## config.mk

```make
export PLATFORM = sky130hd
export DESIGN_NAME = usb_in_ep_mux
export DESIGN_NICKNAME = d
export VERILOG_FILES = /design/src/rtl/usb_in_ep_mux_pkg.sv /design/src/rtl/usb_in_ep_mux_picker.sv /design/src/rtl/usb_in_ep_mux.sv
export SDC_FILE = /design/constraint.sdc
export NUM_CORES = 1
export LEC_CHECK = 0
export ABC_AREA = 1
export BUFFER_PORTS_ARGS = -buffer_cell sky130_fd_sc_hd__buf_2
export CORE_AREA = 2 2 49 73
export DETAILED_ROUTE_END_ITERATION = 10
export DIE_AREA = 0 0 51 75
export PLACE_DENSITY = 0.75
export SLEW_MARGIN = 25
export SYNTH_ARGS = -nofsm -noshare
export SYNTH_HDL_FRONTEND = slang
export SYNTH_SLANG_ARGS = --single-unit
```

## constraint.sdc

```tcl
create_clock -name clk -period 1.66 [get_ports clk]
set_clock_uncertainty 0.15 [all_clocks]
set_input_delay 0.332 -clock clk [delete_from_list [all_inputs] [get_ports clk]]
set_output_delay 0.332 -clock clk [all_outputs]
set_load 0.1 [all_outputs]
```

## src/rtl/usb_in_ep_mux_pkg.sv

```systemverilog
// Shared types and helpers for the USB IN endpoint client multiplexer.
package usb_in_mux_pkg;

  localparam int unsigned BYTE_W = 8;

  typedef enum logic [1:0] {
    IDLE     = 2'd0,
    REQ      = 2'd1,
    OWN      = 2'd2,
    WAIT_ACK = 2'd3
  } in_mux_state_t;

  // Index width for n items; never less than one bit.
  function automatic int unsigned clog2(input int unsigned n);
    int unsigned w;
    w = 1;
    while ((32'd1 << w) < n) w = w + 1;
    return w;
  endfunction

endpackage

```

## src/rtl/usb_in_ep_mux_picker.sv

```systemverilog
// Combinational round-robin picker: first set request at or after the pointer, wrapping.
module usb_rr_picker
  import usb_in_mux_pkg::*;
#(
  parameter int unsigned NUM_CLIENTS = 4,
  parameter int unsigned IDX_W       = clog2(NUM_CLIENTS)
) (
  input  logic [NUM_CLIENTS-1:0] i_req,
  input  logic [IDX_W-1:0]       i_rr_ptr,
  output logic [IDX_W-1:0]       o_winner,
  output logic                   o_any
);

  // Scan from the farthest offset down so the nearest hit is written last.
  always_comb begin
    int unsigned idx;
    o_winner = '0;
    o_any    = 1'b0;
    idx      = 0;
    for (int off = int'(NUM_CLIENTS) - 1; off >= 0; off--) begin
      idx = (int'(i_rr_ptr) + off) % int'(NUM_CLIENTS);
      if (i_req[IDX_W'(idx)]) begin
        o_winner = IDX_W'(idx);
        o_any    = 1'b1;
      end
    end
  end

endmodule

```

## src/rtl/usb_in_ep_mux.sv

```systemverilog
// Shares one usb_fs_pe IN endpoint slot among NUM_CLIENTS clients, one packet per grant.
// Optional idle-load watchdog enabled by defining USB_IN_MUX_TIMEOUT_EN.
module usb_in_ep_mux
  import usb_in_mux_pkg::*;
#(
  parameter int unsigned NUM_CLIENTS    = 4,
  parameter logic [15:0] TIMEOUT_CYCLES = 16'd48000
) (
  input  logic                          clk,
  input  logic                          reset,
  input  logic [NUM_CLIENTS-1:0]        client_req,
  output logic [NUM_CLIENTS-1:0]        client_grant,
  output logic [NUM_CLIENTS-1:0]        client_data_free,
  input  logic [NUM_CLIENTS-1:0]        client_data_put,
  input  logic [BYTE_W*NUM_CLIENTS-1:0] client_data,
  input  logic [NUM_CLIENTS-1:0]        client_data_done,
  input  logic [NUM_CLIENTS-1:0]        client_stall,
  output logic [NUM_CLIENTS-1:0]        client_acked,
  output logic                          ep_req,
  input  logic                          ep_grant,
  input  logic                          ep_data_free,
  output logic                          ep_data_put,
  output logic [BYTE_W-1:0]             ep_data,
  output logic                          ep_data_done,
  output logic                          ep_stall,
  input  logic                          ep_acked,
  output logic                          timeout_flag
);

  localparam int unsigned IDX_W = clog2(NUM_CLIENTS);

  in_mux_state_t          r_state, w_state_nxt;
  logic [IDX_W-1:0]       r_owner, w_owner_nxt;
  logic [IDX_W-1:0]       r_rr_ptr, w_rr_nxt;
  logic [IDX_W-1:0]       w_winner, w_owner_inc;
  logic                   w_any;
  logic                   w_timeout;
  logic [NUM_CLIENTS-1:0] w_owner_oh;
  logic [BYTE_W-1:0]      w_lanes [NUM_CLIENTS];
  logic [BYTE_W-1:0]      w_lane;

  usb_rr_picker #(
    .NUM_CLIENTS (NUM_CLIENTS),
    .IDX_W       (IDX_W)
  ) u_picker (
    .i_req    (client_req),
    .i_rr_ptr (r_rr_ptr),
    .o_winner (w_winner),
    .o_any    (w_any)
  );

  for (genvar g = 0; g < int'(NUM_CLIENTS); g++) begin : g_lane
    assign w_lanes[g] = client_data[BYTE_W*g +: BYTE_W];
  end

  assign w_lane      = w_lanes[r_owner];
  assign w_owner_oh  = NUM_CLIENTS'(1) << r_owner;
  assign w_owner_inc = (r_owner == IDX_W'(NUM_CLIENTS - 1)) ? '0 : r_owner + IDX_W'(1);

`ifdef USB_IN_MUX_TIMEOUT_EN
  logic [15:0] r_cnt;

  // Counts owned cycles without a byte; cleared by a put or by leaving OWN.
  always_ff @(posedge clk or posedge reset) begin
    if (reset) begin
      r_cnt <= '0;
    end else if (r_state != OWN || client_data_put[r_owner]) begin
      r_cnt <= '0;
    end else begin
      r_cnt <= r_cnt + 16'd1;
    end
  end

  assign w_timeout    = (r_state == OWN) && ep_grant && !client_data_put[r_owner] &&
                        (r_cnt == TIMEOUT_CYCLES - 16'd1);
  assign timeout_flag = w_timeout;
`else
  logic w_unused_timeout;
  assign w_unused_timeout = ^TIMEOUT_CYCLES;
  assign w_timeout        = 1'b0;
  assign timeout_flag     = 1'b0;
`endif

  always_ff @(posedge clk or posedge reset) begin
    if (reset) begin
      r_state  <= IDLE;
      r_owner  <= '0;
      r_rr_ptr <= '0;
    end else begin
      r_state  <= w_state_nxt;
      r_owner  <= w_owner_nxt;
      r_rr_ptr <= w_rr_nxt;
    end
  end

  // Next-state and output decode; a revoked grant drops to IDLE without advancing the pointer.
  always_comb begin
    w_state_nxt      = r_state;
    w_owner_nxt      = r_owner;
    w_rr_nxt         = r_rr_ptr;
    client_grant     = '0;
    client_data_free = '0;
    client_acked     = '0;
    ep_req           = 1'b0;
    ep_data_put      = 1'b0;
    ep_data          = '0;
    ep_data_done     = 1'b0;
    ep_stall         = 1'b0;

    case (r_state)
      IDLE: begin
        if (w_any) begin
          w_owner_nxt = w_winner;
          w_state_nxt = REQ;
        end
      end

      REQ: begin
        ep_req = 1'b1;
        if (!client_req[r_owner]) begin
          w_state_nxt = IDLE;
        end else if (ep_grant) begin
          w_state_nxt = OWN;
        end
      end

      OWN: begin
        ep_req           = 1'b1;
        client_grant     = w_owner_oh;
        client_data_free = ep_data_free ? w_owner_oh : '0;
        ep_data_put      = client_data_put[r_owner];
        ep_data          = w_lane;
        ep_stall         = client_stall[r_owner];
        ep_data_done     = client_data_done[r_owner] | w_timeout;
        if (!ep_grant) begin
          w_state_nxt = IDLE;
        end else if (client_data_done[r_owner] || w_timeout) begin
          w_state_nxt = WAIT_ACK;
        end else if (!client_req[r_owner]) begin
          w_rr_nxt    = w_owner_inc;
          w_state_nxt = IDLE;
        end
      end

      WAIT_ACK: begin
        ep_req       = 1'b1;
        client_grant = w_owner_oh;
        client_acked = ep_acked ? w_owner_oh : '0;
        if (ep_acked) begin
          w_rr_nxt    = w_owner_inc;
          w_state_nxt = IDLE;
        end else if (!ep_grant) begin
          w_state_nxt = IDLE;
        end
      end

      default: w_state_nxt = IDLE;
    endcase
  end

endmodule

```

==> summary.md, run 1 <==
| Metric | Value |
|---|---|
| Crit Path Class | reg -> out |
| Final wirelength | 6563 microns |
| Max VDD drop | 1.522 mV |
| Syn. warnings | 0 |
| Ports | 78 |
| Reg2Reg Capture Point | r_rr_ptr[1]$_DFFE_PP0P_ |
| CP max stage delay | 0.38 ns |
| DP Worst Slack | -0.2010 ns |
| Root Driver | clkbuf_8 |
| Post-synthesis async set-or-reset flop share | 100.0% |
| Synthesized cell area | 1155 sq um |
| Critical R2R Launch | r_owner[0]$_DFFE_PP0P_ |
| Number of global-route vias before repair | 2100 |
| Setup crit end | ep_data_put |
| Crit path buffers/inverters | 3 |
| Crit path max-delay cell type | dfrtp_1 |
| Die Y-Extent | 75 microns |
| Register area share after synthesis | 13.00% |
| Fin crit share | 125.7% |
| Minimum clock period | 2.087 ns |
| Stages on the worst setup path | 7 |
| Die Area | 3825 sq um |
| Unrepaired setup endpoints after global routing | yes |
| Core box area | 3159 sq um |
| WP data arrival | 1.61 ns |
| Fillers | 157 |
| Post-synthesis compound-gate area fraction | 15.93% |
| Reg2reg path depth | 11 |
| Mux share of post-synthesis cell area | 0% |
| Row count | 25 |
| Post-Syn Area per Cell | 5.447 sq um |
| Port Buffers | 76 |
| Final worst slack | -0.4270 ns |
| Worst-skew pair later-pin latency | 0.23 ns |
| DR WL/cell | 18.64 microns |
| Initial antenna violation count | 0 |
| Synth cell count leaders | 47 x nor2_1, 43 x nand2_1, 20 x o21ai_0, 18 x inv_1, 16 x nand3_1 |
| Crit path from | r_owner[0]$_DFFE_PP0P_ |
| CP Max Fanout | 6 |
| Clk sinks | 6 |
| Yosys top cell area share | 15.28% |
| Max-slew violations | 0 |
| Synth area leader | nor2_1 |
| Max-Cap Viols | 0 |
| Clock Pin Slew Worst Setup and Hold Paths | 0.04 ns |
| Dpl hpwl | 3821 microns |
| Top post-synthesis cells by area | nor2_1 15%, nand2_1 14%, dfrtp_1 13% |
| Leakage power | 1.279 nW |
| CTS buffer count | 3 |
| H-tree levels | 1 |
| Max frequency | 479.1 MHz |
| First-pass GRT wire length | 9839 microns |
| Outcome | complete, but fails checks |
| Syn Nets | 269 |
| Placed Area | 2290 sq um |
| All-Layer GR Usage | 35.44% |
| Setup crit end kind | primary output |
| Largest family of logic cells by synthesized area | simple AND/OR/NAND/NOR gates |
| P&R area growth vs syn | 139.5% |
| CTS tree | built |
| Diode count | 0 |
| Primary FF master, synth | dfrtp_1 |
| Crit-path cells | buf_6 > buf_6 > nor2_1 > nor2_1 > o21ai_2 > a21oi_4 > buf_12 |
| Hold Crit Class | in -> reg |
| Iter 0 DRT Violations | 105 |
| EDFF count, synth | 0 |
| Worst-case clock buffer depth | 2 |
| Initial Utilization | 36.55% |
| Worst path required time | 1.18 ns |
| Die W | 51 microns |
| Final setup viols | 27 |
| # DRC | 0 |
| Share of cells above drive strength 1 | 66.03% |
| Sequential cell area | 155.1 sq um |
| Layout Nets | 370 |
| ANT nets after route | 0 |
| Synth Area in Adders | 4.334% |
| Cell family with the largest share of critical-path delay | buffers and inverters |
| Synth Instances | 212 |
| Failing checks | setup timing |
| Yosys reg bits | 6 |
| Reg2Reg Setup Slack | -0.21 ns |
| Top-count cell post-synth | nor2_1 |
| Setup crit start kind | register |
| Final hold vios | 0 |
| DR vias/cell | 5.611 |
| Multi-input logic area | 1290 sq um |
| Power density over cell area | 1833 nW/um^2 |
| Overall power | 5.072 mW |
| Congestion Overflow GR | 0 |
| Xor and xnor area share after synthesis | 0.7584% |
| Global placer's final weighted congestion | 0.8565 |
| Synth Area in Simple Gates | 51.03% |
| Netlist cell types | 28 |
| Total number of vias | 1975 |
| Largest net degree at the start of global routing | 18 |
| Fin area | 2766 sq um |
| Pre-antenna DRT Iters | 6 |
-- kinds of logic (layout without fill, tap and decap cells) --
logic type,Yosys count,after routing
buffers and inverters,35,135
and+or+nand+nor,129,129
AOI/OAI and AO/OA,36,36
adders and majority gates,4,4
DFF,6,6
xor gates and xnor gates,1,1
other,1,1
-- cell usage in the layout, fill, tap and decap left out, types with 9 or more instances in the layout --
| master | netlist | layout |
|---|---|---|
| nor2_4 | 1 | 16 |
| nand2_2 | 7 | 9 |
| nand3_1 | 16 | 13 |
| buf_6 | 3 | 9 |
| a21oi_4 | 0 | 10 |
| buf_4 | 2 | 13 |
| inv_1 | 18 | 14 |
| nor2_1 | 47 | 25 |
| nand2_1 | 43 | 35 |
| buf_2 | 2 | 52 |
| o21ai_2 | 0 | 17 |
| buf_12 | 0 | 28 |
-- how the worst min path moves through the flow --
stage	startpoint	end	slack (ns)	cells past startpoint
after global placement	reset	r_state[1]$_DFFE_PP0P_	0.11	2
after CTS	ep_grant	r_state[0]$_DFFE_PP0P_	0.29	3
after detailed placement	reset	r_state[1]$_DFFE_PP0P_	0.11	2
after global routing	ep_grant	r_state[0]$_DFFE_PP0P_	0.31	4
after floorplan	reset	r_owner[0]$_DFFE_PP0P_	-0.03	1
final	ep_grant	r_state[0]$_DFFE_PP0P_	0.29	3
-- stage by stage --
step	instances	setup TNS, ns	hold slack [ns]	utilization [%]
2_1_floorplan	212	-8.407	-0.02711	-
3_3_place_gp	338	-1.757	0.1077	72.48
3_5_place_dp	338	-2.457	0.1109	72.48
4_1_cts	348	-6.751	0.2892	85.23
5_1_grt	352	-9.578	0.3075	87.56
6_report	352	-8.540	0.2948	87.56
-- tightest hold or removal path, cell delays in order --
cell	delay [ns]
buf_2	0.10
a21oi_1	0.08
a21oi_2	0.12
-- power breakdown --
group / leakage (nW) / internal [mW] / switching [mW]
registers: 0.0698 / 0.224 / 0.155
logic: 1.19 / 1.71 / 2.74
clock network: 0.0228 / 0.166 / 0.0772
-- flip-flops by register name (all words and copies together) (netlist names) --
register and flops:
r_rr_ptr 2, r_state 2, r_owner 2
-- layout make-up --
class / instances / share of cell area, %
clock buffers: 4 / 1.628
inverters: 24 / 4.387
multi-input cells: 171 / 46.63
flip-flops and latches: 6 / 5.608
well taps: 40 / 1.809
repair buffers: 105 / 38.76
repair inverters: 2 / 1.176
-- timing repair --
item	in CTS	in global routing
endpoints found under the hold margin	6	0
gates resized for setup	98	16
cloned	3	0
pin swaps	27	6
endpoints found under the setup margin	27	30
hold buffers	1	0
buffers inserted	5	5
-- routing by layer --
metal  global-route usage (%)  part of all wire [%]  up-vias
li1                         -                     -      878
met1                    32.84                    32      912
met3                    6.349                   6.2       42
met4                    24.62                   6.5        0
met5                        0                     0        -
met2                    68.54                    55      143
Note: power is estimated with default switching activity, not from simulation.
==> run 2: changes to the inputs <==
--- a/config.mk
+++ b/config.mk
@@ -7,11 +7,12 @@
 export LEC_CHECK = 0
 export ABC_AREA = 1
 export BUFFER_PORTS_ARGS = -buffer_cell sky130_fd_sc_hd__buf_2
-export CORE_AREA = 2 2 49 73
+export CORE_AREA = 2 2 49 74
 export DETAILED_ROUTE_END_ITERATION = 10
-export DIE_AREA = 0 0 51 75
+export DIE_AREA = 0 0 51 76
 export PLACE_DENSITY = 0.75
 export SLEW_MARGIN = 25
 export SYNTH_ARGS = -nofsm -noshare
 export SYNTH_HDL_FRONTEND = slang
+export SYNTH_HIERARCHICAL = 1
 export SYNTH_SLANG_ARGS = --single-unit
==> summary.md, run 2 <==
| Metric | Value |
|---|---|
| Worst-skew pair later-pin latency | 0.23 ns |
| Max VDD drop | 2.122 mV |
| Netlist cell types | 27 |
| Crit-path cells | buf_12 > buf_6 > nor2_1 > nor2_1 > o21ai_1 > a21oi_4 > buf_12 |
| Max-slew violations | 0 |
| Largest net degree at the start of global routing | 15 |
| Max-Cap Viols | 0 |
| Global placer's final weighted congestion | 0.8856 |
| Congestion Overflow GR | 0 |
| Worst-case clock buffer depth | 2 |
| Synth Instances | 212 |
| Top Layer Used | met4 |
| CTS buffer count | 3 |
| Met3 wire len | 597 microns |
| WP data arrival | 1.60 ns |
| ANT nets after route | 0 |
| Cell family with the largest share of critical-path delay | buffers and inverters |
| Critical R2R Launch | r_owner[1]$_DFFE_PP0P_ |
| Ports | 78 |
| P&R area growth vs syn | 148.8% |
| Crit Path Class | reg -> out |
| Placed Area | 2382 sq um |
| Reg2Reg Setup Slack | -0.22 ns |
| Synthesized cell area | 1177 sq um |
| Final hold vios | 0 |
| Minimum clock period | 2.086 ns |
| Row count | 26 |
| Share of cells above drive strength 1 | 72.84% |
| Reg2Reg Capture Point | r_state[1]$_DFFE_PP0P_ |
| Iter 0 DRT Violations | 141 |
| Syn Nets | 269 |
| Worst path required time | 1.18 ns |
| Setup crit end | ep_data_put |
| Leakage power | 1.309 nW |
| Final worst slack | -0.4262 ns |
| Top post-synthesis cells by area | nor2_1 17%, dfrtp_1 13%, nand2_1 11% |
| Port Buffers | 76 |
| Number of global-route vias before repair | 1983 |
| Synth cell count leaders | 53 x nor2_1, 36 x nand2_1, 22 x o21ai_0, 15 x inv_1, 13 x a21oi_1 |
| Pre-antenna DRT Iters | 4 |
| Initial antenna violation count | 1 |
| Top flop regs | r_owner: 2 flops, r_rr_ptr: 2 flops, r_state: 2 flops |
| DR vias/cell | 5.722 |
| Post-Syn Area per Cell | 5.554 sq um |
| Layout Nets | 382 |
| Syn. warnings | 6 |
| DP Worst Slack | -0.2033 ns |
| CTS tree | built |
| Stages on the worst setup path | 7 |
| Metal2 WL | 4014 microns |
| Top-count cell post-synth | nor2_1 |
| Crit path buffers/inverters | 3 |
| Commonest non-fill, non-tap cell in the layout | buf_2 |
| First-pass GRT wire length | 8652 microns |
| Dpl hpwl | 3672 microns |
| Unrepaired setup endpoints after global routing | yes |
| DR WL/cell | 21.30 microns |
| CP max stage delay | 0.44 ns |
| Most frequent cells in the layout | 52 x buf_2, 30 x buf_12, 27 x nand2_1 |
| Setup crit end kind | primary output |
| Crit path from | r_owner[0]$_DFFE_PP0P_ |
| EDFF count, synth | 0 |
| Met1 WL | 2681 microns |
| Setup crit start kind | register |
| Fin area | 2929 sq um |
| Max frequency | 479.3 MHz |
| Yosys reg bits | 6 |
| Outcome | complete, but fails checks |
| Clock Pin Slew Worst Setup and Hold Paths | 0.04 ns |
| Synth area leader | nor2_1 |
| Post-synthesis async set-or-reset flop share | 100.0% |
| Final setup viols | 29 |
| Reg2reg path depth | 10 |
| Register area share after synthesis | 12.75% |
| Failing checks | setup timing |
| # DRC | 0 |
| Root Driver | clkbuf_8 |
| Clk sinks | 6 |
| All-Layer GR Usage | 28.26% |
| Crit path max-delay cell type | dfrtp_2 |
| Final core occ | 89.15% |
| Die Area | 3876 sq um |
| Final wirelength | 7818 microns |
| Die Y-Extent | 76 microns |
| Total number of vias | 2100 |
| Primary FF master, synth | dfrtp_1 |
| Yosys top cell area share | 16.90% |
| H-tree levels | 1 |
| Initial Utilization | 35.83% |
| Hold Crit Class | in -> async |
| Power density over cell area | 1986 nW/um^2 |
| Die W | 51 microns |
| Core box area | 3286 sq um |
| CP Max Fanout | 6 |
| Fin crit share | 125.7% |
-- run 2: area by class of cell --
type	count	area (sq um)
Inverter	24	115.1
Timing Repair Buffer	119	1221
Antenna cell	1	2.502
Multi-Input combinational cell	171	1338
Tap cell	42	52.55
Sequential cell	6	155.1
Fill cell	144	356.6
Clock buffer	4	45.04
-- run 2: cells by family (layout without fill, tap and decap cells) --
logic type	after synthesis	in the layout	synth area share, %
and+or+nand+nor	124	124	48.89
AOI/OAI and AO/OA	42	42	18.70
other	1	2	0.3185
adders and majority gates	4	4	4.251
DFF	6	6	12.75
buffers and inverters	35	147	15.09
-- run 2: power breakdown --
group | internal (mW) | switching (mW)
Clock | 0.166 | 0.0779
Sequential | 0.227 | 0.139
Combinational | 2.08 | 3.12
Total | 2.48 | 3.34
-- run 2: repair_timing --
| action | CTS | global route |
|---|---|---|
| setup buffers | 9 | 3 |
| setup endpoints to repair | 29 | 29 |
| pin swaps | 9 | 24 |
| hold endpoints to repair | 6 | 0 |
| hold buffers | 1 | 0 |
| gates resized for setup | 43 | 66 |
| cloned | 1 | 2 |
-- run 2: worst register-to-register path, cell delays in order, from the launching register on --
cell and delay, ns:
dfrtp_2 0.47, inv_2 0.17, buf_12 0.18, nand3_2 0.14, buf_4 0.17, nand2_1 0.07, nand2_1 0.10, nor2_2 0.11
nor2_1 0.06, nand3_2 0.06, nand2_1 0.06
-- run 2: per-stage QoR --
stage	cells	setup TNS [ns]	hold slack [ns]	power, mW
after detailed placement	346	-2.437	0.1138	4.024
after global routing	367	-10.19	0.4401	6.028
after floorplan	212	-6.549	-0.02711	2.981
after CTS	361	-5.651	0.3931	4.790
final	367	-9.127	0.4157	5.816
after global placement	346	-1.784	0.1129	3.941
-- run 2: metal layers --
layer / vias to the layer above / track usage [%]
met4: 0 / 9.730
met2: 149 / 58.05
met3: 53 / 3.725
met1: 989 / 26.17
li1: 909 / -
met5: - / 0
-- run 2: worst min path at each step --
stage	end	start	slack (ns)
final	r_rr_ptr[0]$_DFFE_PP0P_	reset	0.42
after global routing	r_state[0]$_DFFE_PP0P_	ep_grant	0.44
after floorplan	r_owner[0]$_DFFE_PP0P_	reset	-0.03
after global placement	r_state[1]$_DFFE_PP0P_	reset	0.11
after CTS	r_state[1]$_DFFE_PP0P_	ep_grant	0.39
after detailed placement	r_state[1]$_DFFE_PP0P_	reset	0.11
==> run 3: changes to the inputs <==
--- a/config.mk
+++ b/config.mk
@@ -7,10 +7,13 @@
 export LEC_CHECK = 0
 export ABC_AREA = 1
 export BUFFER_PORTS_ARGS = -buffer_cell sky130_fd_sc_hd__buf_2
-export CORE_AREA = 2 2 49 74
+export CELL_PAD_IN_SITES_DETAIL_PLACEMENT = 0
+export CELL_PAD_IN_SITES_GLOBAL_PLACEMENT = 1
+export CORE_AREA = 2 2 61 91
 export DETAILED_ROUTE_END_ITERATION = 10
-export DIE_AREA = 0 0 51 76
-export PLACE_DENSITY = 0.75
+export DIE_AREA = 0 0 63 93
+export GPL_TIMING_DRIVEN = 0
+export PLACE_DENSITY = 0.77
 export SLEW_MARGIN = 25
 export SYNTH_ARGS = -nofsm -noshare
 export SYNTH_HDL_FRONTEND = slang
==> summary.md, run 3 (same netlist as run 2, synthesis figures left out) <==
| Metric | Value |
|---|---|
| Layout Nets | 373 |
| Number of global-route vias before repair | 1733 |
| Setup crit end kind | primary output |
| Port Buffers | 76 |
| Core box area | 5085 sq um |
| Leakage power | 1.269 nW |
| Overall power | 5.378 mW |
| Initial Utilization | 23.15% |
| Row count | 32 |
| CTS buffer count | 3 |
| DR WL/cell | 14.10 microns |
| Global route hottest layer | met2 |
| Hold Crit Class | reg -> reg |
| Fin crit share | 125.5% |
| Max frequency | 480.2 MHz |
| P&R area growth vs syn | 143.6% |
| Final core occ | 56.40% |
| DR vias/cell | 4.648 |
| Crit path max-delay cell type | dfrtp_1 |
| Setup TNS | -6.802 ns |
| Dpl hpwl | 3446 microns |
| CTS tree | built |
| Global placer's final weighted congestion | 0.8107 |
| Diode count | 0 |
| Max-Cap Viols | 0 |
| Congestion Overflow GR | 0 |
| CP max stage delay | 0.36 ns |
| Iter 0 DRT Violations | 82 |
| CP Max Fanout | 7 |
| Max-slew violations | 0 |
| Max VDD drop | 0.6663 mV |
| Initial antenna violation count | 0 |
| DP Worst Slack | -0.5082 ns |
| Clock Pin Slew Worst Setup and Hold Paths | 0.03 ns |
| Final worst slack | -0.4225 ns |
| First-pass GRT wire length | 7659 microns |
| Crit-path cells | buf_6 > buf_8 > nor2_1 > nor2_1 > o21ai_2 > a21oi_4 > buf_12 |
| Die W | 63 microns |
| Die Y-Extent | 93 microns |
| Root Driver | clkbuf_8 |
| Met3 usage | 1.444% |
| Power density over cell area | 1876 nW/um^2 |
| GR met1 Demand/Resource | 15.52% |
| Commonest non-fill, non-tap cell in the layout | buf_2 |
| Top flop regs | r_owner: 2 flops, r_rr_ptr: 2 flops, r_state: 2 flops |
| Setup crit start kind | register |
| Most frequent cells in the layout | 53 x buf_2, 33 x nor2_1, 24 x nand2_1 |
| Cell family with the largest share of critical-path delay | buffers and inverters |
| Unrepaired setup endpoints after global routing | yes |
| Die Area | 5859 sq um |
| Crit Path Class | reg -> out |
| Clk sinks | 6 |
| Most frequent CP cell | nor2_1 |
| Worst-case clock buffer depth | 2 |
| ANT nets after route | 0 |
| Final setup viols | 24 |
| Largest net degree at the start of global routing | 11 |
| WP data arrival | 1.60 ns |
| H-tree levels | 1 |
| Final wirelength | 5401 microns |
| # DRC | 0 |
| Share of cells above drive strength 1 | 68.57% |
| M2 GR Usage | 34.40% |
| Failing checks | setup timing |
| Worst path required time | 1.18 ns |
| Pre-antenna DRT Iters | 4 |
| Worst-skew pair later-pin latency | 0.22 ns |
| Final hold vios | 0 |
| Outcome | complete, but fails checks |
| Minimum clock period | 2.082 ns |
| Ports | 78 |
| All-Layer GR Usage | 16.10% |
| Crit path buffers/inverters | 3 |
| Total number of vias | 1780 |
run 3: changes by cell type in the layout (fill, tap and decap cells not counted), moves of 3 or more:
| cell | previous run | this run |
|---|---|---|
| nand3_2 | 8 | 5 |
| buf_12 | 30 | 22 |
| dfrtp_2 | 4 | 1 |
| nand2_2 | 8 | 12 |
| nand2_1 | 27 | 24 |
| nor2_2 | 20 | 9 |
| dfrtp_1 | 2 | 5 |
| nor2_1 | 23 | 33 |
| buf_4 | 21 | 16 |
run 3: path summary, 6_finish.rpt:
path | startpoint | to | slack (ns) | cells past startpoint
max | r_owner[0]$_DFFE_PP0P_ | ep_stall | -0.42 | 7
min | r_rr_ptr[0]$_DFFE_PP0P_ | r_rr_ptr[0]$_DFFE_PP0P_ | 0.36 | 2
max reg2reg | r_rr_ptr[0]$_DFFE_PP0P_ | r_state[1]$_DFFE_PP0P_ | 0 | 10
min reg2reg | r_rr_ptr[0]$_DFFE_PP0P_ | r_rr_ptr[0]$_DFFE_PP0P_ | 0.36 | 2
max in group asynchronous | reset | r_owner[1]$_DFFE_PP0P_ | 0.74 | 3
min in group asynchronous | reset | r_state[0]$_DFFE_PP0P_ | 0.42 | 3
run 3: area by class of cell:
type                            count  area, sq um
Fill cell                         443         2217
Multi-Input combinational cell    171         1335
Timing Repair Buffer               99        985.9
Sequential cell                     6        151.4
Buffer                             11        137.6
Inverter                           24        127.6
Tap cell                           68        85.08
Clock buffer                        4        45.04
run 3: stage by stage:
stage	instances	area (sq um)	hold WS, ns
finish	383	2868	0.3646
global route	383	2868	0.3901
CTS	372	2502	0.3652
detailed placement	356	1933	0.1065
global placement	356	1933	0.1034
floorplan	212	1468	-0.02711
run 3: metal layers:
metal,share of wire [%],wire (microns),up-vias
met1,36,1928,812
met4,1.8,99,0
met5,0,0,-
met2,58,3113,71
li1,-,-,889
met3,4.8,259,8
run 3: what timing repair did:
action | in CTS | in global routing
cloned | 2 | 2
endpoints found under the setup margin | 26 | 28
setup buffers | 9 | 9
gates resized for setup | 114 | 68
pin swaps | 17 | 17
hold buffers | 1 | 0
endpoints found under the hold margin | 6 | 0
run 3: power by group:
| group | switching [mW] | total, mW | internal, mW | leakage (nW) |
|---|---|---|---|---|
| clock network | 0.0607 | 0.226 | 0.165 | 0.0228 |
| logic | 2.84 | 4.86 | 2.02 | 1.17 |
| registers | 0.0728 | 0.293 | 0.221 | 0.0724 |
| total | 2.97 | 5.38 | 2.41 | 1.27 |
run 3: worst reg2reg max path, stage by stage (launching register included):
cell and delay (ns):
dfrtp_1 0.35, buf_6 0.15, buf_6 0.13, o21ai_4 0.08, nor2_4 0.14, nand3_4 0.08, or2_4 0.27, o21ai_2 0.06
nor2_1 0.06, nand3_2 0.05, nand2_1 0.04
